## src/rtl/adc_dec_pkg.sv

```systemverilog
// Shared types and default widths for the two-channel AXI-Stream ADC decimator.
package adc_dec_pkg;

  localparam int unsigned AxisTdataWidthDef = 32;
  localparam int unsigned CntrWidthDef      = 16;
  localparam int unsigned OverrunCntWidth   = 16;

  typedef enum logic [0:0] {
    StIdle,
    StAccum
  } dec_state_e;

endpackage

```

## src/rtl/adc_dec_acc.sv

```systemverilog
// One channel of the decimator: wrapping accumulator plus the held result word.
module adc_dec_acc #(
  parameter int unsigned Width = 32
) (
  input  logic             clk_i,
  input  logic             rst_ni,
  input  logic             clr_i,
  input  logic             sample_i,
  input  logic             last_i,
  input  logic             load_i,
  input  logic [Width-1:0] data_i,
  output logic [Width-1:0] result_o
);

  logic [Width-1:0] acc_q, acc_d;
  logic [Width-1:0] res_q, res_d;
  logic [Width-1:0] sum;

  // Two's complement add, wrapping modulo 2^Width.
  assign sum = acc_q + data_i;

  always_comb begin
    acc_d = acc_q;
    if (clr_i) begin
      acc_d = '0;
    end else if (sample_i) begin
      acc_d = last_i ? '0 : sum;
    end
  end

  always_comb begin
    res_d = res_q;
    if (load_i) begin
      res_d = sum;
    end
  end

  always_ff @(posedge clk_i or negedge rst_ni) begin
    if (!rst_ni) begin
      acc_q <= '0;
      res_q <= '0;
    end else begin
      acc_q <= acc_d;
      res_q <= res_d;
    end
  end

  assign result_o = res_q;

endmodule

```

## src/rtl/axis_adc_2ch_decimator.sv

```systemverilog
// Two-channel sum-and-dump decimator with a one-word output holding register.
// Optional: define ADC_DEC_OVERRUN_CNT_EN to add the saturating sts_overrun_cnt output.
module axis_adc_2ch_decimator
  import adc_dec_pkg::*;
#(
  parameter int unsigned AXIS_TDATA_WIDTH = AxisTdataWidthDef,
  parameter int unsigned CNTR_WIDTH       = CntrWidthDef
) (
  input  logic                          aclk,
  input  logic                          aresetn,
  input  logic                          run,
  input  logic [CNTR_WIDTH-1:0]         cfg_ratio,
  input  logic                          s0_axis_tvalid,
  input  logic [AXIS_TDATA_WIDTH-1:0]   s0_axis_tdata,
  input  logic                          s1_axis_tvalid,
  input  logic [AXIS_TDATA_WIDTH-1:0]   s1_axis_tdata,
  output logic                          m_axis_tvalid,
  input  logic                          m_axis_tready,
  output logic [2*AXIS_TDATA_WIDTH-1:0] m_axis_tdata,
`ifdef ADC_DEC_OVERRUN_CNT_EN
  output logic [OverrunCntWidth-1:0]    sts_overrun_cnt,
`endif
  output logic                          sts_overrun
);

  // Reset asserts asynchronously but releases on a clock edge.
  logic [1:0] rst_sync_q;
  logic       rst_n;

  always_ff @(posedge aclk or negedge aresetn) begin
    if (!aresetn) begin
      rst_sync_q <= '0;
    end else begin
      rst_sync_q <= {rst_sync_q[0], 1'b1};
    end
  end

  assign rst_n = rst_sync_q[1];

  dec_state_e            state_q;
  logic [CNTR_WIDTH-1:0] cnt_q;
  logic [CNTR_WIDTH-1:0] ratio_q;
  logic [CNTR_WIDTH-1:0] n_eff;
  logic                  sample;
  logic                  last;
  logic                  acc_clr;
  logic                  load;
  logic                  drop;
  logic                  tvalid_q;
  logic                  overrun_q;

  assign n_eff   = (ratio_q == '0) ? CNTR_WIDTH'(1) : ratio_q;
  assign sample  = (state_q == StAccum) && run && s0_axis_tvalid && s1_axis_tvalid;
  assign last    = sample && (cnt_q == n_eff - CNTR_WIDTH'(1));
  assign acc_clr = (state_q != StAccum) || !run;
  assign load    = last && (!tvalid_q || m_axis_tready);
  assign drop    = last && tvalid_q && !m_axis_tready;

  always_ff @(posedge aclk or negedge rst_n) begin
    if (!rst_n) begin
      state_q <= StIdle;
      cnt_q   <= '0;
      ratio_q <= '0;
    end else begin
      unique case (state_q)
        StIdle: begin
          cnt_q <= '0;
          if (run) begin
            state_q <= StAccum;
            ratio_q <= cfg_ratio;
          end
        end
        StAccum: begin
          if (!run) begin
            state_q <= StIdle;
            cnt_q   <= '0;
          end else if (last) begin
            cnt_q   <= '0;
            ratio_q <= cfg_ratio;
          end else if (sample) begin
            cnt_q <= cnt_q + CNTR_WIDTH'(1);
          end
        end
        default: begin
          state_q <= StIdle;
          cnt_q   <= '0;
        end
      endcase
    end
  end

  // A pending word survives run going low; only acceptance or reset clears it.
  always_ff @(posedge aclk or negedge rst_n) begin
    if (!rst_n) begin
      tvalid_q  <= 1'b0;
      overrun_q <= 1'b0;
    end else begin
      if (load) begin
        tvalid_q <= 1'b1;
      end else if (m_axis_tready) begin
        tvalid_q <= 1'b0;
      end
      if (drop) begin
        overrun_q <= 1'b1;
      end
    end
  end

  assign m_axis_tvalid = tvalid_q;
  assign sts_overrun   = overrun_q;

`ifdef ADC_DEC_OVERRUN_CNT_EN
  logic [OverrunCntWidth-1:0] ovr_cnt_q;

  always_ff @(posedge aclk or negedge rst_n) begin
    if (!rst_n) begin
      ovr_cnt_q <= '0;
    end else if (drop && (ovr_cnt_q != '1)) begin
      ovr_cnt_q <= ovr_cnt_q + OverrunCntWidth'(1);
    end
  end

  assign sts_overrun_cnt = ovr_cnt_q;
`endif

  logic [AXIS_TDATA_WIDTH-1:0] res_a;
  logic [AXIS_TDATA_WIDTH-1:0] res_b;

  adc_dec_acc #(
    .Width(AXIS_TDATA_WIDTH)
  ) u_acc_a (
    .clk_i   (aclk),
    .rst_ni  (rst_n),
    .clr_i   (acc_clr),
    .sample_i(sample),
    .last_i  (last),
    .load_i  (load),
    .data_i  (s0_axis_tdata),
    .result_o(res_a)
  );

  adc_dec_acc #(
    .Width(AXIS_TDATA_WIDTH)
  ) u_acc_b (
    .clk_i   (aclk),
    .rst_ni  (rst_n),
    .clr_i   (acc_clr),
    .sample_i(sample),
    .last_i  (last),
    .load_i  (load),
    .data_i  (s1_axis_tdata),
    .result_o(res_b)
  );

  assign m_axis_tdata = {res_b, res_a};

endmodule

```

## config.mk

```make
export PLATFORM = sky130hd
export DESIGN_NAME = axis_adc_2ch_decimator
export DESIGN_NICKNAME = d
export VERILOG_FILES = /design/src/rtl/adc_dec_pkg.sv /design/src/rtl/adc_dec_acc.sv /design/src/rtl/axis_adc_2ch_decimator.sv
export SDC_FILE = /design/constraint.sdc
export NUM_CORES = 1
export LEC_CHECK = 0
export CAP_MARGIN = 20
export CELL_PAD_IN_SITES_DETAIL_PLACEMENT = 2
export CELL_PAD_IN_SITES_GLOBAL_PLACEMENT = 2
export CORE_AREA = 2 2 162 164
export CTS_BUF_LIST = sky130_fd_sc_hd__clkbuf_2
export DETAILED_ROUTE_END_ITERATION = 16
export DIE_AREA = 0 0 164 166
export GPL_ROUTABILITY_DRIVEN = 0
export GPL_TIMING_DRIVEN = 0
export PLACE_DENSITY = 0.88
export SETUP_SLACK_MARGIN = 0.5
export SLEW_MARGIN = 5
export SYNTH_ARGS = -nofsm -noshare
export SYNTH_HDL_FRONTEND = slang
export SYNTH_SLANG_ARGS = --single-unit
```

## constraint.sdc

```tcl
create_clock -name aclk -period 8 [get_ports aclk]
set_input_delay 0.8 -clock aclk [delete_from_list [all_inputs] [get_ports aclk]]
set_output_delay 0.8 -clock aclk [all_outputs]
set_load 0.03 [all_outputs]
```

Yosys cells after proc, flatten, opt, wreduce, memory -nomap -nowiden
Cells that the tools add are included.
{ "totals": {"rom_bits": 0, "mem_bits_rw": 0, "in_bits": 86, "wordCells": 54, "regBits": 165, "latchBits": 0, "out_inout_bits": 66, "mem_count": 0} }
{ "classes": {"bitwise": 1, "reduce_logical": 16, "n_mul": 0, "addsub": 4, "shift": 0, "div_mod_pow": 0, "eq_ne": 5, "n_mux": 18, "n_lt_le_gt_ge": 0} }
{ "ops": {"columns": ["operator", "n"], "rows": [
  ["$mux 32", 6],
  ["$mux 16", 7],
  ["$add 32x32->32", 2],
  ["$pmux 16 s2", 2],
  ["$add 16x1->16 const B", 1],
  ["$eq 16x16->1", 1],
  ["$logic_not 16->1", 1],
  ["$sub 16x1->16 const B", 1],
  ["$logic_and 1x1->1", 7],
  ["$ne 2x2->1 const B", 2],
  ["$ne 4x2->1 const B", 1],
  ["$reduce_bool 2->1", 2],
  ["$logic_not 1->1", 3],
  ["$mux 1", 3],
  ["$reduce_and 3->1", 1],
  ["$logic_or 1x1->1", 2],
  ["$ne 2x1->1 const B", 1],
  ["$not 1->1", 1]
]} }

Logic depth before layout (Yosys ltp)
{ "logic_depth": {"ltp_word": 8, "ltp_mapped": 18, "depth_no_buf": 15} }

Modules after synthesis
From an unflattened synthesis, not the netlist that was laid out.
{ "hier_totals": {"hier_cells": 1117, "hier_area_um2": 10785.3} }
{ "by_module_without_submodules": {"columns": ["mod", "n_inst", "area_each_um2", "cells_per_inst", "seq_area_each_um2"], "rows": [
  ["adc_dec_acc at u_acc_a", 1, 4048.9, 408, 1601.5],
  ["adc_dec_acc at u_acc_b", 1, 3960.0, 379, 1601.5],
  ["axis_adc_2ch_decimator", 1, 2776.4, 330, 925.9]
]} }

Worst setup path after synthesis
Ideal clock, no wire load.
{ "synth_path": {"kind": "register -> register", "start": "register ratio_q[4]", "end": "register u_acc_a.res_q[0], in the netlist u_acc_a.result_o[0]", "setup_ps": 125, "t_arrival_ps": 3570, "n_path_buf": 3, "path_slack_ps": 4305, "required_time_ps": 7875, "synth_period_minus_slack_ps": 3695, "path_stages_with_launch": 17, "path_cell_list": "dfrtp_1 buf_6 nor4_4 nand2_1 nor3_1 a21oi_1 ha_1 nor3b_1 and4_1 or4_1 o311a_1 a21oi_1 o2111ai_2 nand2b_1 buf_6 buf_6 mux2_4"} }
{ "synth_between": {"elab_chain_len": 6} }
{ "synth_lines": {"columns": ["item", "line", "rtl"], "rows": [
  ["start, declared", "axis_adc_2ch_decimator.sv:42", "logic [CNTR_WIDTH-1:0] ratio_q;"],
  ["start signal, assigned", "axis_adc_2ch_decimator.sv:70", "ratio_q <= cfg_ratio;"],
  ["start signal, assigned", "axis_adc_2ch_decimator.sv:79", "ratio_q <= cfg_ratio;"],
  ["$logic_not 16->1", "axis_adc_2ch_decimator.sv:52", "assign n_eff = (ratio_q == '0) ? CNTR_WIDTH'(1) : ratio_q;"],
  ["$mux 16 *", "axis_adc_2ch_decimator.sv:52", null],
  ["$sub 16x1->16 *", "axis_adc_2ch_decimator.sv:54", "assign last = sample && (cnt_q == n_eff - CNTR_WIDTH'(1));"],
  ["$eq 16x16->1 *", "axis_adc_2ch_decimator.sv:54", null],
  ["$logic_and 1x1->1 *", "axis_adc_2ch_decimator.sv:54", null],
  ["$logic_and 1x1->1 *", "axis_adc_2ch_decimator.sv:56", "assign load = last && (!tvalid_q || m_axis_tready);"],
  ["end signal, assigned", "adc_dec_acc.sv:44", "res_q <= res_d;"],
  ["end, declared", "adc_dec_acc.sv:16", "logic [Width-1:0] res_q, res_d;"]
]} }
Mark *: on every way between the ends. The rest lies on a longest branch, timed or not.
A chain may end at the register's enable or synchronous reset.

Final worst setup path
{ "layout_path": {"start": "register ratio_q[4]", "end": "register u_acc_b.acc_q[15]"} }
{ "layout_between": {"elab_chain_len": 8} }
{ "layout_lines": {"columns": ["item", "line", "rtl"], "rows": [
  ["$logic_not 16->1", "axis_adc_2ch_decimator.sv:52", null],
  ["$mux 16 *", "axis_adc_2ch_decimator.sv:52", null],
  ["$sub 16x1->16 *", "axis_adc_2ch_decimator.sv:54", null],
  ["$eq 16x16->1 *", "axis_adc_2ch_decimator.sv:54", null],
  ["$logic_and 1x1->1 *", "axis_adc_2ch_decimator.sv:54", null],
  ["$mux 32 *", "adc_dec_acc.sv:27", "acc_d = last_i ? '0 : sum;"],
  ["$mux 32 *", "adc_dec_acc.sv:26", "end else if (sample_i) begin"],
  ["$mux 32 *", "adc_dec_acc.sv:24", "if (clr_i) begin"],
  ["end signal, assigned", "adc_dec_acc.sv:40", "acc_q <= '0;"],
  ["end signal, assigned", "adc_dec_acc.sv:43", "acc_q <= acc_d;"],
  ["end, declared", "adc_dec_acc.sv:15", "logic [Width-1:0] acc_q, acc_d;"]
]} }
Mark *: on every way between the ends. The rest lies on a longest branch, timed or not. The select of a mux whose other input is x is not followed.

==> results.txt <==
* Run status: complete, no violations
- Layout cells sized above 1: 9.574%
- Internal power component: 1107 uW
* Final-stage net count: 1288
- The number of nets in the synthesized netlist is between 1000 and 1500.
- Worst path max stage delay: 0.54 ns
* Number of unique standard cell types used by synthesis: 74
- In this run the count of I/O pins placed on the die edge is ~150.
- Core region area: 25620 um^2
* Switching component of the power: roughly 520 uW
- Req. time, crit path: approximately 8.6 ns
- Portion of total power attributed to combinational logic: 18.5%
* Number of buffer cells added on primary ports: 151
* DRC violation count after routing: 0
* Pins Over Slew Limit: 0
- Entering global routing, the biggest net connects 65 pins.
- Clk Tree Root Cell: sky130_fd_sc_hd__clkbuf_2
* Portion of the post-synthesis area used by sequential elements: around 42%
- Maximum buffer depth of the clock tree: 2
- Routed wl met2: between 15000 and 20000 um
- DP Wirelength: 24190 um
* Total number of vias: 8253
- The final hold violation count came to 0.
- Yosys instantiated no cell more often than sky130_fd_sc_hd__dfrtp_1.
- Yosys Warn Count: 0
* Clock Sinks: between 150 and 200
- Total buffers and inverters traversed by the critical path: 2
- The biggest area contributor in the post-synthesis netlist is sky130_fd_sc_hd__dfrtp_1.
* RSZ-0062 raised after global routing: no
- Global routing usage summed across all routing layers: 23.99%
- Sequential share of power: 54.6%
- The number of setup buffers added after CTS is 0.
- The analysis attributes to cell leakage a power of 0.005700 uW.
* Area of all sequential standard cells: 4133 um^2
- Reg2Reg Depth: 15
- Based on the critical path, the design can be clocked at up to about 0.21 GHz.
- Number of placement rows: between 50 and 60
- P&R area growth vs syn: 22.39%
- DRT met1 WL: 13830 um
- The multi-input combinational cells in the finished layout cover a total of around 5400 um^2.
- Die height: approximately 170 um
- Starting utilization of the core area: between 30% and 40%
- Between clock sinks in the finished design, the worst skew comes to 0.06328 ns.
* Switching power share of the total: 32.07%
* Wire length on met3: between 900 and 1000 um
* H-Tree Depth: 4
- On the critical path, the stage with the largest delay is an instance of sky130_fd_sc_hd__clkbuf_1.
* Clock latency at the later pin of the worst-skew pair: 0.81 ns
* Type of the most critical hold path: primary input to asynchronous set/reset pin
- In this run the critical register-to-register path is captured at u_acc_b.acc_q[15].
- Counting flops with an async set or reset pin after synthesis yields a share of 100.0%.
- Critical path endpoint category: register
- The average instance in the mapped netlist occupies between 10 and 15 um^2.
- After detailed routing, the average wire length per cell comes to ~21 um.
* Initial antenna violation count: 2
- In this run the horizontal extent of the chip is roughly 160 um.
- The synthesized netlist occupies a cell area of 9808 um^2.
- For the pin with the worst max-slew slack, the measured transition is 0.9242 ns.
- Crit Path Max Fanout: 10
- TritonCTS created 17 clock buffers.
* Highest metal layer with signal wires: met4
* Reg2reg start: ratio_q[4]
- Most common library cells after synthesis: sky130_fd_sc_hd__dfrtp_1, sky130_fd_sc_hd__nand2_1, sky130_fd_sc_hd__o21ai_0
- Tcrit/Tclk final: 58.21%
- The via count of the first global-routing pass was roughly 9400.
- Yosys reg bits: 165
- In the routed layout, each cell is associated on average with a via count of 5.558.
- After technology mapping, the gate count stands at ~960.
* Remaining antenna violation count after routing: 0
* Global route overflow: 0
- Headroom to the max-slew limit came out at between 30% and 40%.
- Among the stages of the critical path, the cell type that occurs most often is sky130_fd_sc_hd__a21oi_1.
- Data on the critical path arrives at its endpoint at ~5.3 ns.
- First-iteration detailed-routing DRC count: 365
* Total of endpoints with negative setup slack in the final report: 0
* Ordered cell list for the critical path: buf_6 > nor4_4 > nand2_1 > nor3_1 > a21oi_1 > ha_1 > nor3b_1 > and4_1 > or4_1 > o311a_1 > a21oi_1 > o2111ai_2 > nand2b_1 > clkbuf_1 > o21ai_0
- In this run the power density over the cells is 135.7 nW/um^2.
- Max-capacitance violation count: 0
- The most used flip-flop cell after synthesis is sky130_fd_sc_hd__dfrtp_1.
- Cts hold-fix bufs: 0
* Setup slack, reg-to-reg: 3.34 ns
* Clock Power Share: 26.9%
* Detailed-router iteration count before antenna repair: 4
- Time the final worst path needs with I/O delays and setup: 4.657 ns
- Crit path max-delay family: simple AND/OR/NAND/NOR gates
- The worst setup path is launched from a register.
* Drt total wl: 31650 um
* CTS-repair resized insts: 0
* Die Outline Area: 27220 um^2
- Global-route wire length before repair: 51050 um
- By startpoint and endpoint, the worst setup path is classified as register to register.
* Total negative slack: 0 ns
* Smallest hold slack: 0.1114 ns
- Number of fill cells in the layout: 2716
- Top cells by area, synth: sky130_fd_sc_hd__dfrtp_1, sky130_fd_sc_hd__ha_1, sky130_fd_sc_hd__mux2_4
* Number of flops mapped to enable cells by yosys: 0
* Clock-pin transition on the worst setup and hold timing paths: 0.26 ns
* VDD IR max: 0.00005956 V
* Proportion of netlist area held by the largest area contributor: 42.10%
- Clock tree from TritonCTS: yes
==> stage by stage <==
| step | setup slack, ns | power, uW | std cells | cell area, um^2 | util [%] |
|---|---|---|---|---|---|
| 4_1_cts | 3.330 | 1649 | 1484 | 12000 | 46.85 |
| 3_5_place_dp | 3.398 | 1204 | 1452 | 11800 | 46.06 |
| 5_1_grt | 2.948 | 1714 | 1485 | 12000 | 46.86 |
| 3_3_place_gp | 0.8631 | 1180 | 1450 | 11740 | 45.83 |
| 2_1_floorplan | 3.062 | 1081 | 964 | 9808 | - |
| 6_report | 3.343 | 1629 | 1485 | 12000 | 46.86 |
==> flip-flops by register name, indices dropped and copies added, names as in the netlist <==
name / count
state_q: 1
u_acc_a.acc_q: 32
cnt_q: 16
rst_sync_q: 2
ratio_q: 16
m_axis_tvalid: 1
u_acc_a.result_o: 32
sts_overrun: 1
u_acc_b.result_o: 32
u_acc_b.acc_q: 32
==> layer usage <==
metal,vias up,global-route usage (%)
li1,3831,-
met5,-,0
met3,44,4.421
met4,0,6.789
met2,152,41.96
met1,4226,30.10
==> kinds of logic (layout without fill, tap and decap cells) <==
group           Yosys count  in the layout  share of synthesized area (%)
compound gates          300            300                          19.77
xor+xnor                 82             82                          7.399
fa+ha+maj                66             66                          8.573
buf+inv                  58            243                          3.049
flops                   165            165                          42.10
mux                      50             50                          6.889
other cells               1              2                        0.03823
simple gates            242            242                          12.18
==> worst max-delay path by stage <==
stage | from | end | slack [ns] | cells past startpoint
2_1_floorplan | rst_sync_q[1] | cnt_q[0] | 3.06 | 0
6_report | ratio_q[4] | u_acc_b.acc_q[15] | 3.34 | 15
3_3_place_gp | rst_sync_q[1] | u_acc_a.result_o[4] | 0.86 | 0
3_5_place_dp | ratio_q[4] | u_acc_b.acc_q[15] | 3.40 | 15
4_1_cts | ratio_q[4] | u_acc_b.acc_q[15] | 3.33 | 15
5_1_grt | ratio_q[4] | u_acc_b.acc_q[15] | 2.95 | 15
==> cells in the final DEF (no fill, tap or decap), drive strengths merged, types with 3 or more instances in the layout <==
| cell | instances |
|---|---|
| xor2 | 36 |
| o21a | 6 |
| nor4 | 4 |
| a21o | 41 |
| o21bai | 10 |
| a211oi | 9 |
| or4 | 4 |
| buf | 21 |
| nor2b | 4 |
| dfrtp | 165 |
| nand4 | 7 |
| and3 | 19 |
| nor2 | 33 |
| nand3 | 13 |
| clkdlybuf4s50 | 151 |
| o21ai | 115 |
| a21oi | 50 |
| mux2 | 47 |
| xnor2 | 46 |
| a22o | 31 |
| nand4b | 4 |
| clkinv | 8 |
| ha | 64 |
| nor3 | 15 |
| inv | 22 |
| o41ai | 4 |
| a31oi | 4 |
| nand2b | 9 |
| clkbuf | 38 |
| or3 | 8 |
| nand2 | 115 |
| mux2i | 3 |
| o22ai | 3 |
==> cell type report <==
class                   count  area share (%)
diodes                      1         0.02085
plain buffers              38           1.866
clock buffers              19          0.7922
clock inverters            13          0.9068
inverters                  20          0.6254
multi-input cells         741           44.82
flip-flops and latches    165           34.43
well taps                 335           3.492
repair buffers            153           13.05
==> power by group through the flow <==
| stage | Clock, uW | Sequential [uW] | Combinational [uW] |
|---|---|---|---|
| after floorplan | 0 | 902 | 179 |
| after global placement | 0 | 913 | 266 |
| after detailed placement | 0 | 904 | 299 |
| after CTS | 454 | 891 | 304 |
| after global routing | 488 | 895 | 331 |
| final | 438 | 890 | 301 |
==> worst reg2reg max path: stages (launching register included) <==
cell and delay [ns]:
sky130_fd_sc_hd__dfrtp_1 0.42, sky130_fd_sc_hd__buf_6 0.14, sky130_fd_sc_hd__nor4_4 0.49, sky130_fd_sc_hd__nand2_1 0.21, sky130_fd_sc_hd__nor3_1 0.33, sky130_fd_sc_hd__a21oi_1 0.16
sky130_fd_sc_hd__ha_1 0.25, sky130_fd_sc_hd__nor3b_1 0.21, sky130_fd_sc_hd__and4_1 0.28, sky130_fd_sc_hd__or4_1 0.41, sky130_fd_sc_hd__o311a_1 0.13, sky130_fd_sc_hd__a21oi_1 0.16
sky130_fd_sc_hd__o2111ai_2 0.28, sky130_fd_sc_hd__nand2b_1 0.30, sky130_fd_sc_hd__clkbuf_1 0.54, sky130_fd_sc_hd__o21ai_0 0.23
No activity file was read; power rests on OpenSTA's default activity.
